===== src/rtl/fft16_stage_ctrl.sv =====
// Sequencer for the 16-point radix-4 FFT: stage 1 into the transpose buffer, stage 2 back through
// the shared butterfly with twiddles. Frame period is 4+BFLY_LAT+BUF_LAT-1+4+BFLY_LAT cycles.
module fft16_stage_ctrl #(
  parameter int BFLY_LAT = 1,
  parameter int BUF_LAT  = 2,
  parameter int CNT_W    = 8
) (
  input  logic             clk,
  input  logic             rst_n,
  input  logic             in_valid,
  output logic             in_ready,
  output logic             buf_wr_flag,
  output logic             bfly_stage_sel,
  output logic             tw_en,
  output logic [1:0]       tw_addr,
  output logic             out_valid,
  output logic             out_last,
  output logic             out_err,
  output logic             busy,
  output logic [CNT_W-1:0] frame_cnt
);

  localparam int FILL_LEN = BFLY_LAT + BUF_LAT - 1;
  localparam int DW       = $clog2(FILL_LEN + 1);

  typedef enum logic [2:0] {IDLE, LOAD, FILL, ISSUE2, FLUSH} state_t;

  state_t            state;
  logic [1:0]        beat;
  logic [DW-1:0]     dcnt;
  logic              err;
  logic              issue1;
  logic [BFLY_LAT-1:0] wr_dl;
  logic [BFLY_LAT-1:0] ov_dl;
  logic [BFLY_LAT-1:0] ol_dl;

  // LOAD issues unconditionally so the buffer always sees four back-to-back write flags.
  assign issue1 = (state == IDLE && in_ready && in_valid) || (state == LOAD);

  assign buf_wr_flag = wr_dl[BFLY_LAT-1];
  assign out_valid   = ov_dl[BFLY_LAT-1];
  assign out_last    = ol_dl[BFLY_LAT-1];
  assign out_err     = out_valid & err;
  assign busy        = (state != IDLE) | (|wr_dl) | (|ov_dl) | (|ol_dl);

  always_ff @(posedge clk) begin
    if (!rst_n) begin
      state          <= IDLE;
      beat           <= 2'd0;
      dcnt           <= '0;
      err            <= 1'b0;
      in_ready       <= 1'b0;
      bfly_stage_sel <= 1'b0;
      tw_en          <= 1'b0;
      tw_addr        <= 2'd0;
    end else begin
      case (state)
        IDLE: begin
          in_ready <= 1'b1;
          if (in_ready && in_valid) begin
            state <= LOAD;
            beat  <= 2'd1;
          end
        end
        LOAD: begin
          if (!in_valid) err <= 1'b1;
          beat <= beat + 2'd1;
          if (beat == 2'd3) begin
            state    <= FILL;
            in_ready <= 1'b0;
            dcnt     <= DW'(FILL_LEN - 1);
          end
        end
        FILL: begin
          if (dcnt == '0) begin
            state          <= ISSUE2;
            bfly_stage_sel <= 1'b1;
            tw_en          <= 1'b1;
            tw_addr        <= 2'd0;
          end else begin
            dcnt <= dcnt - 1'b1;
          end
        end
        ISSUE2: begin
          tw_addr <= tw_addr + 2'd1;
          if (tw_addr == 2'd3) begin
            state          <= FLUSH;
            bfly_stage_sel <= 1'b0;
            tw_en          <= 1'b0;
            dcnt           <= DW'(BFLY_LAT - 1);
          end
        end
        FLUSH: begin
          if (dcnt == '0) begin
            state    <= IDLE;
            in_ready <= 1'b1;
            err      <= 1'b0;
          end else begin
            dcnt <= dcnt - 1'b1;
          end
        end
        default: state <= IDLE;
      endcase
    end
  end

  // Delay lines model the butterfly pipeline so flags line up with result beats.
  always_ff @(posedge clk) begin
    if (!rst_n) begin
      wr_dl     <= '0;
      ov_dl     <= '0;
      ol_dl     <= '0;
      frame_cnt <= '0;
    end else begin
      wr_dl[0] <= issue1;
      ov_dl[0] <= bfly_stage_sel;
      ol_dl[0] <= bfly_stage_sel && (tw_addr == 2'd3);
      for (int i = 1; i < BFLY_LAT; i++) begin
        wr_dl[i] <= wr_dl[i-1];
        ov_dl[i] <= ov_dl[i-1];
        ol_dl[i] <= ol_dl[i-1];
      end
      if (out_last) frame_cnt <= frame_cnt + 1'b1;
    end
  end

endmodule


===== config.mk =====
export PLATFORM = sky130hd
export DESIGN_NAME = fft16_stage_ctrl
export DESIGN_NICKNAME = d
export VERILOG_FILES = /design/src/rtl/fft16_stage_ctrl.sv
export SDC_FILE = /design/constraint.sdc
export NUM_CORES = 1
export LEC_CHECK = 0
export ABC_AREA = 1
export CORE_MARGIN = 2
export CORE_UTILIZATION = 54
export DETAILED_ROUTE_END_ITERATION = 7
export GPL_TIMING_DRIVEN = 0
export PLACE_DENSITY = 0.82
export SLEW_MARGIN = 30
export SYNTH_ARGS = -nofsm -noshare
export SYNTH_HDL_FRONTEND = slang
export SYNTH_SLANG_ARGS = --single-unit
export TNS_END_PERCENT = 50

===== constraint.sdc =====
create_clock -name clk -period 1.7 [get_ports clk]
set_input_delay 0.255 -clock clk [delete_from_list [all_inputs] [get_ports clk]]
set_output_delay 0.255 -clock clk [all_outputs]
set_load 0.01 [all_outputs]

==> flow_summary.json, run 1 <==
{
  "cp.arrival_ns": 1.34,
  "area_delta_synth_final_pct": 23.8,
  "wl_per_cell_microns": 11.8,
  "clock_sinks": 23,
  "fin_util": 0.703,
  "post_dp_cell_area_sq_mm": 0.00135,
  "final.setup.tns_ns": 0,
  "htreeDepth": 1,
  "hold_viol": 0,
  "min_path_type": "reg -> reg",
  "vias_per_cell": 5.03,
  "path_max_fanout": 3,
  "netlist_area_sq_mm": 0.00111,
  "timing.max_cap.violations": 0,
  "die_w_microns": 49.4,
  "design_area_sq_mm": 0.00138,
  "cts-root-buf": "clkbuf_4",
  "hold_path_depth": 2,
  "multi_input_area_sq_um": 524,
  "dr.first_iter.drc_count": 33,
  "grt_pass1_wl_mm": 4.29,
  "worstMarginPinSlew_ns": 0.300,
  "worst_clock_skew_ns": 0.00361,
  "ant_nets": 0,
  "io_buffers": 20,
  "synth-seq-cells": 23,
  "r2r_cells": 6,
  "end_kind": "output pin",
  "finalMaxSlewViolations": 0,
  "start_util": 0.568,
  "worstSetupStartpointType": "flip-flop",
  "final_nets": 190,
  "status": "completed",
  "grt_max_degree": 13,
  "ys_types": 22,
  "syn_inst": 158,
  "grt_overflow": 0,
  "drc": 0,
  "timing.final.crit_share": 0.939,
  "die_y_microns": 49.4,
  "rsz0062_at_grt": "no",
  "num_rows": 16,
  "post_route_cells_drive_above_1_share": 0.121,
  "grt_use_total": 0.222,
  "post_cts_buffers": 0,
  "core_sq_mm": 0.00196,
  "die_area_sq_mm": 0.00244,
  "ios": 21,
  "yosys_warnings": 0,
  "dr_total_vias": 1052,
  "vdd.ir_drop.worst_mv": 0.535,
  "seq_area_sq_um": 460,
  "antenna_found_initial": 0,
  "syn_nets": 165,
  "antenna_cells": 0,
  "max_freq_ghz": 0.626,
  "path_class": "reg -> out",
  "place.gp.congestion": 0.892,
  "powerDensity_mw_per_mm2": 860,
  "cts_buffer_depth": 2,
  "clk-insertion-delay-late_ns": 0.30,
  "p_leak_nw": 0.636,
  "fillCellCount": 184,
  "maxSlewHeadroom": 0.798,
  "firstDrtPassIters": 4,
  "crit_required_ns": 1.44,
  "grt_pass1_vias": 1044,
  "setup_viol_count_final": 0,
  "dpl.hpwl_mm": 1.88,
  "worst_setup_hold_path_clk_slew_ns": 0.12,
  "cts_buffers": 3,
  "avgSynthCellArea_sq_um": 7.06,
  "synth_seq_area_share": 0.413,
  "cts_tree": "built",
  "period_minus_slack_ns": 1.60,
  "wl_mm": 2.46
}
==> worst paths after layout <==
kind / startpoint / end / slack, ns
hold reg to reg: err / err / 0.49
setup / recovery: out_valid / out_err / 0.10
setup reg to reg: frame_cnt[0] / frame_cnt[6] / 0.31
hold / removal: err / err / 0.49
==> worst max-delay path: stages, from the launching register on <==
cell and delay, ns:
dfxtp_1 0.40, nand2_1 0.07, inv_1 0.05, clkdlybuf4s50_1 0.52
==> layer usage <==
layer / GRT usage / vias to the layer above / routed length (microns)
met5: 0 / - / 0
met4: 0.0694 / 0 / 17
met3: 0.0307 / 2 / 122
met2: 0.410 / 36 / 1230
met1: 0.263 / 475 / 1090
li1: - / 539 / -
==> placed cells by master (no fill, tap or decap), types with 3 or more instances in the layout <==
cell             count
a21oi_1             12
clkbuf_4             3
inv_1               28
nand3_1              6
buf_4                3
o21ai_0              7
nand2_1             32
nor2_2               7
ha_1                 4
dfxtp_1             23
nand2_2              3
nor2_1              19
clkdlybuf4s50_1     19
nor3_1               3
==> metrics by stage <==
step	hold WS [ns]	total power, mW	worst slack [ns]	instances
5_1_grt	0.514	1.27	0.0110	209
4_1_cts	0.488	1.19	0.0328	209
2_1_floorplan	0.393	0.840	0.461	158
6_report	0.486	1.19	0.103	209
3_5_place_dp	0.470	0.951	0.155	205
3_3_place_gp	0.453	0.927	0.223	205
==> power by group <==
| part | leakage (nW) | switching [mW] | internal (mW) |
|---|---|---|---|
| logic | 0.435 | 0.194 | 0.130 |
| clock network | 0.0150 | 0.157 | 0.0913 |
| registers | 0.187 | 0.0327 | 0.582 |
| total | 0.636 | 0.383 | 0.804 |
==> flip-flops by register name (all words and copies together), names as in the netlist <==
| register | flops |
|---|---|
| buf_wr_flag | 1 |
| beat | 2 |
| state | 3 |
| tw_en | 1 |
| err | 1 |
| tw_addr | 2 |
| frame_cnt | 8 |
| out_valid | 1 |
| out_last | 1 |
| in_ready | 1 |
| dcnt | 2 |
==> cell families after synthesis <==
logic type,Yosys count,share of synthesized area
AND/OR/NAND/NOR,74,0.297
flip-flops,23,0.413
adder cells (fa/ha/maj),4,0.0449
buffers and inverters,33,0.121
AO/OA/AOI/OAI,24,0.123
==> final cells by class <==
class	instances	share of cell area
plain buffers	3	0.0163
clock buffers	4	0.0190
inverters	30	0.0816
multi-input cells	102	0.380
flip-flops and latches	23	0.334
well taps	27	0.0245
repair buffers	20	0.145
==> synthesized netlist by cell type <==
library cell | count | area, sq um
inv_2 | 1 | 3.75
inv_1 | 28 | 105
clkinv_1 | 1 | 3.75
nor3b_1 | 1 | 7.51
nand2_2 | 3 | 18.8
nand3_1 | 6 | 30.0
nand2_1 | 32 | 120
o21ai_0 | 7 | 35.0
o2111ai_1 | 1 | 8.76
ha_1 | 4 | 50.1
nor3_1 | 4 | 20.0
o21bai_2 | 1 | 11.3
a21oi_1 | 12 | 60.1
dfxtp_1 | 23 | 460
a211oi_1 | 1 | 7.51
nor3_2 | 1 | 10.0
nor2_1 | 19 | 71.3
nand3_2 | 1 | 10.0
a31oi_1 | 1 | 6.26
buf_4 | 3 | 22.5
a21oi_2 | 1 | 8.76
nor2_2 | 7 | 43.8
==> what timing repair did <==
item / in CTS / in global routing
hold buffers: 0 / 0
endpoints found under the hold margin: 0 / 0
gates resized for setup: 1 / 2
endpoints found under the setup margin: 1 / 1
Power figures use the tool's default switching activity.
==> run 2: changes to the inputs <==
Settings changed: CORE_UTILIZATION 54 to 50, PLACE_DENSITY 0.82 to 0.77.
==> run 2 against run 1 <==
  * Die area up 7.4%
  * Global-route usage down 3.0 points
  * Core utilization down 6.7 points
  * Critical path type unchanged
  * First-iteration DRC count down 9.1%
  * Total power down 0.56%
  * Via count down 0.38%
  * Sequential share of layout area unchanged
==> flow_summary.json, run 2 (synthesis results as in run 1) <==
{
  "min_path_type": "reg -> reg",
  "wl_mm": 2.29,
  "post_dp_cell_area_sq_mm": 0.00135,
  "end_kind": "output pin",
  "clock_sinks": 23,
  "cts_tree": "built",
  "ios": 21,
  "final_cell_mix": "nand2_1, inv_1, dfxtp_1",
  "grt_pass1_vias": 962,
  "worst_clock_skew_ns": 0.00219,
  "worst_setup_hold_path_clk_slew_ns": 0.12,
  "period_minus_slack_ns": 1.62,
  "num_rows": 17,
  "min_from": "in_ready",
  "r2r_setup_slack_ns": 0.34,
  "grt_pass1_wl_mm": 3.77,
  "worstSetupStartpointType": "flip-flop",
  "io_buffers": 20,
  "cts-root-buf": "clkbuf_4",
  "clk-insertion-delay-late_ns": 0.31,
  "final.setup.tns_ns": 0,
  "dr_total_vias": 1048,
  "powerDensity_mw_per_mm2": 855,
  "setup_slack_ns": 0.0764,
  "seq_area_sq_um": 460,
  "r2r_end": "frame_cnt[6]",
  "firstDrtPassIters": 4,
  "fillCellCount": 213,
  "status": "completed",
  "timing.max_cap.violations": 0,
  "wl_per_cell_microns": 10.9,
  "path_class": "reg -> out",
  "vias_per_cell": 4.99,
  "worstMarginPinSlew_ns": 0.331,
  "antenna_found_initial": 0,
  "max_freq_ghz": 0.616,
  "finalMaxSlewViolations": 0,
  "vdd.ir_drop.worst_mv": 0.677,
  "drc": 0,
  "cts_buffer_depth": 2,
  "path_max_fanout": 3,
  "die_area_sq_mm": 0.00262,
  "multi_input_area_sq_um": 524,
  "largest_reg_flops": 8,
  "r2r_cells": 6,
  "place.gp.congestion": 0.840,
  "cts_buffers": 3,
  "hold_viol": 0,
  "place_ws_ns": 0.161,
  "top_regs": "frame_cnt x8, state x3",
  "ant_nets": 0,
  "design_area_sq_mm": 0.00138,
  "power_mw": 1.18,
  "final_common_cell": "nand2_1",
  "final_nets": 190,
  "rsz0062_at_grt": "no",
  "grt_overflow": 0,
  "maxSlewHeadroom": 0.777,
  "antenna_cells": 0,
  "grt_use_total": 0.192,
  "cp.arrival_ns": 1.37,
  "core_sq_mm": 0.00217,
  "top_register": "frame_cnt",
  "die_w_microns": 51.2,
  "r2r-start": "frame_cnt[0]",
  "area_delta_synth_final_pct": 23.8,
  "die_y_microns": 51.2,
  "cts_hold_buffers": 0,
  "setup_viol_count_final": 0,
  "dpl.hpwl_mm": 1.78,
  "p_leak_nw": 0.638,
  "hold_path_depth": 2,
  "hold-path-endpoint": "in_ready",
  "htreeDepth": 1,
  "dr.first_iter.drc_count": 30,
  "crit_required_ns": 1.44,
  "post_route_cells_drive_above_1_share": 0.121,
  "timing.final.crit_share": 0.955,
  "grt_max_degree": 13,
  "start_util": 0.514
}
run 2: layout make-up:
cell class | count | share of cell area
Buffer | 3 | 0.0163
Clock buffer | 4 | 0.0190
Inverter | 30 | 0.0816
Multi-Input combinational cell | 102 | 0.380
Sequential cell | 23 | 0.334
Tap cell | 28 | 0.0254
Timing Repair Buffer | 20 | 0.144
run 2: worst max-delay path: stages, from the launching register on:
cell and delay [ns]:
dfxtp_1 0.39, nand2_1 0.08, inv_1 0.06, clkdlybuf4s50_1 0.53
run 2: worst max-delay path by stage:
| stage | end | cells after the start | from |
|---|---|---|---|
| after floorplan | frame_cnt[6] | 6 | frame_cnt[0] |
| after global placement | busy | 4 | out_last |
| after detailed placement | state[0] | 7 | in_valid |
| after CTS | tw_en | 2 | tw_en |
| after global routing | busy | 4 | out_last |
| final | out_err | 3 | out_valid |
run 2: what timing repair did:
action | in CTS | in global routing
resized for setup | 1 | 1
endpoints found under the setup margin | 1 | 1
buffers inserted | 0 | 0
run 2: metal layers:
layer / global-route usage / part of all wire
met5: 0 / 0
met2: 0.340 / 0.49
met1: 0.217 / 0.45
met4: 0.0965 / 0.014
met3: 0.0380 / 0.051
run 2: power by group:
part | switching [mW] | total [mW] | internal, mW
clock network | 0.162 | 0.253 | 0.0917
logic | 0.186 | 0.313 | 0.127
registers | 0.0316 | 0.613 | 0.582
total | 0.379 | 1.18 | 0.801
run 2: per-stage QoR:
step | utilization | hold slack [ns] | cells
finish | 0.636 | 0.478 | 210
global placement | 0.622 | 0.450 | 206
detailed placement | 0.622 | 0.461 | 206
floorplan | - | 0.393 | 158
global route | 0.636 | 0.504 | 210
CTS | 0.634 | 0.481 | 210
